[config.mk]
export PLATFORM = sky130hd
export DESIGN_NAME = div_seq
export DESIGN_NICKNAME = d
export VERILOG_FILES = /design/src/rtl/div_seq.sv
export SDC_FILE = /design/constraint.sdc
export NUM_CORES = 1
export LEC_CHECK = 0
export CORE_ASPECT_RATIO = 0.5
export CORE_MARGIN = 5
export CORE_UTILIZATION = 25
export DETAILED_ROUTE_END_ITERATION = 12
export GPL_ROUTABILITY_DRIVEN = 0
export PLACE_DENSITY = 0.54
export SYNTH_ARGS = -nofsm -noshare
export SYNTH_HDL_FRONTEND = slang
export SYNTH_SLANG_ARGS = --single-unit
[constraint.sdc]
create_clock -name clk -period 7.1 [get_ports clk]
set_input_delay 1.065 -clock clk [delete_from_list [all_inputs] [get_ports clk]]
set_output_delay 1.065 -clock clk [all_outputs]
set_load 0.005 [all_outputs]
[src/rtl/div_seq.sv]
// Sequential restoring divider for DIV/DIVU: one quotient bit per cycle,
// returns {remainder, quotient} and stalls EX while busy.
module div_seq #(
  parameter int DATA_W = 32,
  parameter int CNT_W  = 6
) (
  input  logic                  clk,
  input  logic                  rst,
  input  logic                  start_i,
  input  logic                  annul_i,
  input  logic                  signed_div_i,
  input  logic [DATA_W-1:0]     opdata1_i,
  input  logic [DATA_W-1:0]     opdata2_i,
  output logic [2*DATA_W-1:0]   result_o,
  output logic                  ready_o,
  output logic                  stallreq_o
);

  typedef enum logic [1:0] {
    S_FREE,
    S_BYZERO,
    S_ON,
    S_END
  } state_e;

  state_e              state_q;
  logic [CNT_W-1:0]    cnt_q;
  logic [DATA_W-1:0]   rem_q, rem_d;
  logic [DATA_W-1:0]   quo_q, quo_d;
  logic [DATA_W-1:0]   dvs_q;
  logic                sgn1_q, sgn2_q;
  logic [2*DATA_W-1:0] result_q;
  logic                ready_q;

  logic                neg1, neg2;
  logic [DATA_W-1:0]   mag1, mag2;
  logic [DATA_W:0]     partial;
  logic [DATA_W:0]     diff;
  logic [DATA_W-1:0]   quo_fix, rem_fix;

  assign neg1 = signed_div_i & opdata1_i[DATA_W-1];
  assign neg2 = signed_div_i & opdata2_i[DATA_W-1];
  assign mag1 = neg1 ? -opdata1_i : opdata1_i;
  assign mag2 = neg2 ? -opdata2_i : opdata2_i;

  // partial < 2*divisor, so a DATA_W+1 bit difference keeps a valid sign
  assign partial = {rem_q, quo_q[DATA_W-1]};
  assign diff    = partial - {1'b0, dvs_q};

  always_comb begin
    rem_d = partial[DATA_W-1:0];
    quo_d = {quo_q[DATA_W-2:0], 1'b0};
    if (!diff[DATA_W]) begin
      rem_d = diff[DATA_W-1:0];
      quo_d = {quo_q[DATA_W-2:0], 1'b1};
    end
  end

  // quotient negated on sign mismatch, remainder follows dividend sign
  assign quo_fix = (sgn1_q ^ sgn2_q) ? -quo_q : quo_q;
  assign rem_fix = sgn1_q ? -rem_q : rem_q;

  always_ff @(posedge clk or posedge rst) begin
    if (rst) begin
      state_q  <= S_FREE;
      cnt_q    <= '0;
      rem_q    <= '0;
      quo_q    <= '0;
      dvs_q    <= '0;
      sgn1_q   <= 1'b0;
      sgn2_q   <= 1'b0;
      result_q <= '0;
      ready_q  <= 1'b0;
    end else begin
      case (state_q)
        S_FREE: begin
          ready_q  <= 1'b0;
          result_q <= '0;
          if (start_i && !annul_i) begin
            sgn1_q  <= neg1;
            sgn2_q  <= neg2;
            dvs_q   <= mag2;
            quo_q   <= mag1;
            rem_q   <= '0;
            cnt_q   <= '0;
            state_q <= (opdata2_i == '0) ? S_BYZERO : S_ON;
          end
        end
        S_BYZERO: begin
          if (annul_i) begin
            state_q <= S_FREE;
          end else begin
            state_q  <= S_END;
            result_q <= '0;
            ready_q  <= 1'b1;
          end
        end
        S_ON: begin
          if (annul_i) begin
            state_q  <= S_FREE;
            ready_q  <= 1'b0;
            result_q <= '0;
          end else if (cnt_q == CNT_W'(DATA_W)) begin
            state_q  <= S_END;
            result_q <= {rem_fix, quo_fix};
            ready_q  <= 1'b1;
          end else begin
            rem_q <= rem_d;
            quo_q <= quo_d;
            cnt_q <= cnt_q + 1'b1;
          end
        end
        S_END: begin
          if (annul_i || !start_i) begin
            state_q  <= S_FREE;
            ready_q  <= 1'b0;
            result_q <= '0;
          end
        end
        default: state_q <= S_FREE;
      endcase
    end
  end

  assign result_o   = result_q;
  assign ready_o    = ready_q;
  assign stallreq_o = (state_q == S_FREE && start_i && !annul_i)
                    | (state_q == S_BYZERO)
                    | (state_q == S_ON);

endmodule

; ---- After elaboration in Yosys (flattened, before gate mapping)
; Index checks and enable logic that the tools add are counted.
[totals]
regBits = 171
in_bits = 69
[op_classes]
add_sub_neg = 6
eq_ne = 10
n_mux = 35
bitwise_logic = 5
reduce_logical = 13
[ops]
columns = op, n
row1 = two-way mux 32 bit, 11
row2 = two-way mux 64 bit, 4
row3 = case mux 64 bit (4 select lines), 1
row4 = negator 32 bit, 4
row5 = case mux 32 bit (2 select lines), 2
row6 = subtractor 33 x 32 -> 33 bit, 1
row7 = logical NOT 32 bit, 1
row8 = two-way mux 6 bit, 3
row9 = two-way mux 2 bit, 6
row10 = case mux 6 bit (2 select lines), 1
row11 = inequality test 2 bit (second input constant), 5
row12 = case mux 2 bit (4 select lines), 1
row13 = adder 6 x 1 -> 6 bit (second input constant), 1
row14 = equality test 6 bit (second input constant), 1
row15 = AND reduction 3 bit, 2
row16 = two-way mux 1 bit, 5
row17 = equality test 2 bit (second input constant), 2
row18 = case mux 1 bit (4 select lines), 1
row19 = AND reduction 4 bit, 1
row20 = logical AND 1 bit, 3
row21 = inequality test 3 bit (second input constant), 1
row22 = bitwise AND 1 bit, 2
row23 = equality test 2 x 1 -> 1 bit (second input constant), 1
row24 = logical NOT 1 bit, 2
row25 = other kinds (6), 7

; ---- Logic depth before layout (Yosys ltp)
[logic_depth]
depth_word = 5
ltp_mapped = 13

; ---- Worst setup path after synthesis
; No wires, ideal clock.
[synth_path]
kind = input-to-reg
start = input opdata2_i[8]
end = register state_q[1]
arrival_ps = 3052
t_required_ps = 6973
path_slack_ps = 3920
cell_stages = 7
path_cell_list = or4_1 -> nor4_1 -> nor2b_1 -> nand4_1 -> or4_1 -> a211oi_1 -> a21oi_1
[synth_between]
elab_chain_cells = 4
[synth_rtl]
columns = element, line
row1 = "start, declared", 13  ; input logic [DATA_W-1:0] opdata2_i,
row2 = logical NOT 32 bit, 86  ; state_q <= (opdata2_i == '0) ? S_BYZERO : S_ON;
row3 = two-way mux 2 bit, 86
row4 = two-way mux 2 bit, 79  ; if (start_i && !annul_i) begin
row5 = case mux 2 bit (4 select lines), 75  ; case (state_q)
row6 = "end signal, assigned", 86
row7 = "end, declared", 26  ; state_e state_q;
; No other way between the ends. The select of a mux whose other input is x is not followed.
; A chain may end at the register's enable or synchronous reset.

; ---- Final worst setup path
[layout_path]
start = input annul_i
end = output stallreq_o
[layout_between]
elab_chain_cells = 4
[layout_rtl]
columns = element, line
row1 = "start, declared", 10  ; input logic annul_i,
row2 = logical NOT 1 bit, 127  ; assign stallreq_o = (state_q == S_FREE && start_i && !annul_i)
row3 = logical AND 1 bit, 127
row4 = OR 1 bit, 128  ; | (state_q == S_BYZERO)
row5 = OR 1 bit, 129  ; | (state_q == S_ON);
row6 = "end, declared", 16  ; output logic stallreq_o
; No other way between the ends.

==> metrics.yaml <==
status:
  outcome: "complete, no violations"
drt:
  wl_met1_um: 15300
  postRouteAntennaNets: 0
  via_count: 9908
  wl_met3_um: 1250
  drc_errors: 0
  vias_per_cell: 4.82
  drt-initial-drc-count: 621
  drt-pass1-iter-count: 5
  wl_met2_um: 16500
  routed.top_layer: "met5"
  detail_route.wl_per_cell_um: 16.3
  totalWireLength_um: 33600
sta:
  tightestPinTransition_ns: 1.12
  slew_headroom_pct: 24.4
  hold_violations: 0
  fin_skew_ns: 0.0117
  fin_crit_sh_pct: 57.2
  setup_viol: 0
  maxSlewViolCount: 0
  fmax_mhz: 246
  grt_setup_unrepaired: "no"
  min_period_ns: 4.06
  setup_tns_ns: 0
floorplanning:
  die_x_um: 309
  dieArea_um2: 49300
  die_height_um: 160
  start_util_pct: 25.5
  design.core.area_um2: 43900
  fp-row-count: 54
  ios: 135
final_layout:
  final_cells: 2057
  final-seq-area_um2: 4280
  final_layout_size_suffix_gt1_share_pct: 3.96
  fill_cells: 4674
  areaGrowthSynthToFinish_pct: 23.0
  multi_input_area_um2: 6450
  layout_commonest_cell: "o21ai_0"
  nets: 1562
  final_cell_mix: "209 x o21ai_0, 206 x nand2_1, 171 x dfrtp_1"
setup_path:
  cp_max_fo: 70
  end_kind: "output pin"
  startpoint_type: "primary input"
  required_ns: 6.03
  crit_arrival_ns: 3.00
  criticalPathCategory: "primary input to output pin"
  r2r_cells: 12
synth:
  ys.flop_type: "dfrtp_1"
  yosysWarnings: 0
  synthArstFlopShare_pct: 100
  syn-instance-count: 1346
  avgSynthCellArea_um2: 8.31
  ys_ff_latch: 171
  synthTopCellsByArea: "dfrtp_1 38%, o21ai_0 9.4%, nand2_1 7.0%"
  synth_top_cell_area_share_pct: 38.3
  syn-num-nets: 1458
  yosysSeqAreaShare_pct: 38.3
  synth-edff-count: 0
  synth_top_cell_by_area: "dfrtp_1"
  syn_area_um2: 11200
  yosysUniqueCellTypes: 59
clock_tree:
  cts_buffer_depth: 2
  cts_tree: "built"
  clkLatencyLatePin_ns: 0.45
  cts_setup_buffers: 0
  clkSinkCount: 171
  cts_root_buf: "clkbuf_16"
  cts_buffers: 17
  cts.clk_slew.worst_paths_ns: 0.06
  cts_max_level: 4
  ctsHoldBuffers: 0
  cts-resized-gates: 0
pwr:
  peakVddDrop_mv: 0.207
  power_frac_comb_pct: 55.6
  p_sw_uw: 2780
  p_clk_share_pct: 15.8
  leakagePower_uw: 0.00565
  p_per_area_nw_per_um2: 441
  power_frac_seq_pct: 28.6
  p_int_uw: 3290
  p_sw_share_pct: 45.8
worst_hold_path:
  holdCritPathClass: "flip-flop to flip-flop"
  holdPathStages: 2
global_route:
  grt_max_degree: 75
  grt_overflow_total: 0
  grt_pass1_wl_um: 53400
  grt_pass1_vias: 9411
  antenna_found_initial: 6
  grtUsageTotal_pct: 13.5
place:
  placed_cells: 2019
  dpl.hpwl_um: 25100
  io_buffers: 134
flow_run:
  maxCapViolCount: 0
==> worst paths after layout <==
kind,start,to,slack [ns]
worst max-delay path,annul_i,stallreq_o,3.04
worst min-delay path,result_o[17],result_o[17],0.48
worst max register to register,quo_q[31],rem_q[18],3.36
worst min register to register,result_o[17],result_o[17],0.48
max in group asynchronous,rst,dvs_q[0],4.83
min in group asynchronous,rst,result_o[27],1.00
==> Yosys cell counts, types with 2 or more instances <==
| cell type | count |
|---|---|
| a2111o_1 | 2 |
| a211oi_1 | 4 |
| a21o_1 | 9 |
| a21oi_1 | 88 |
| a221o_1 | 2 |
| a221oi_1 | 3 |
| a22o_1 | 2 |
| a31oi_1 | 9 |
| a32oi_1 | 10 |
| and2_1 | 5 |
| and3_1 | 2 |
| buf_1 | 4 |
| buf_2 | 4 |
| clkbuf_1 | 54 |
| dfrtp_1 | 171 |
| ha_1 | 42 |
| inv_1 | 60 |
| mux2i_1 | 24 |
| nand2_1 | 208 |
| nand2b_1 | 9 |
| nand3_1 | 14 |
| nand4_1 | 15 |
| nor2_1 | 74 |
| nor2b_1 | 13 |
| nor3_1 | 30 |
| nor3b_1 | 4 |
| nor4_1 | 15 |
| nor4_4 | 2 |
| o2111ai_1 | 3 |
| o211ai_1 | 9 |
| o21a_1 | 6 |
| o21ai_0 | 210 |
| o21ai_1 | 6 |
| o21bai_1 | 5 |
| o31ai_1 | 25 |
| o41ai_1 | 13 |
| or3_1 | 16 |
| or4_1 | 15 |
| xnor2_1 | 60 |
| xor2_1 | 80 |
==> worst max-delay path: stages <==
cell,delay [ns]
clkdlybuf4s50_1,0.60
nor2b_1,0.14
nand2_2,0.08
buf_4,0.50
nand2_1,0.10
clkdlybuf4s50_1,0.47
==> power by group through the flow <==
stage | Sequential, uW | Clock, uW | Combinational (uW)
2_1_floorplan | 1630 | 0 | 2400
3_3_place_gp | 1740 | 0 | 3390
3_5_place_dp | 1760 | 0 | 3400
4_1_cts | 1740 | 989 | 3410
5_1_grt | 1800 | 1030 | 3800
6_report | 1730 | 960 | 3380
==> per-layer routing <==
layer  global-route usage [%]  up-vias
met5                        0        -
met4                     3.76        2
met3                     2.80       33
met2                     22.7      176
met1                     17.6     4721
li1                         -     4976
==> cell families (layout without fill, tap and decap cells) <==
kind of cell	count (synthesis)	count (layout)	synth area share (%)
AO/OA/AOI/OAI	414	414	21.5
XOR/XNOR	140	140	11.0
adder cells (fa/ha/maj)	43	43	4.88
buffers and inverters	123	240	4.21
flip-flops	171	171	38.3
multiplexers	24	24	2.15
other	0	6	0
AND/OR/NAND/NOR	431	431	18.0
==> registers in the layout (all words and copies together), names as in the netlist <==
name      cells
state_q       2
ready_o       1
sgn1_q        1
sgn2_q        1
result_o     64
cnt_q         6
rem_q        32
dvs_q        32
quo_q        32
==> through the flow <==
step / hold slack [ns] / setup WS [ns] / area [um2] / utilization (%) / total power, uW
after global routing: 0.501 / 2.91 / 13700 / 31.3 / 6630
after global placement: 0.461 / 3.01 / 13100 / 29.9 / 5130
after CTS: 0.486 / 3.05 / 13700 / 31.3 / 6140
after floorplan: 0.450 / 1.40 / 11200 / - / 4020
after detailed placement: 0.470 / 2.97 / 13100 / 29.9 / 5150
final: 0.476 / 3.04 / 13800 / 31.3 / 6070
==> area by class of cell <==
| type | instances | area share, % |
|---|---|---|
| Inverter | 60 | 1.67 |
| Multi-Input combinational cell | 1052 | 46.9 |
| Antenna cell | 6 | 0.109 |
| Tap cell | 588 | 5.35 |
| Clock inverter | 10 | 0.846 |
| Timing Repair Buffer | 148 | 10.5 |
| Clock buffer | 22 | 3.45 |
| Sequential cell | 171 | 31.1 |
Note: power is estimated with default switching activity, not from simulation.
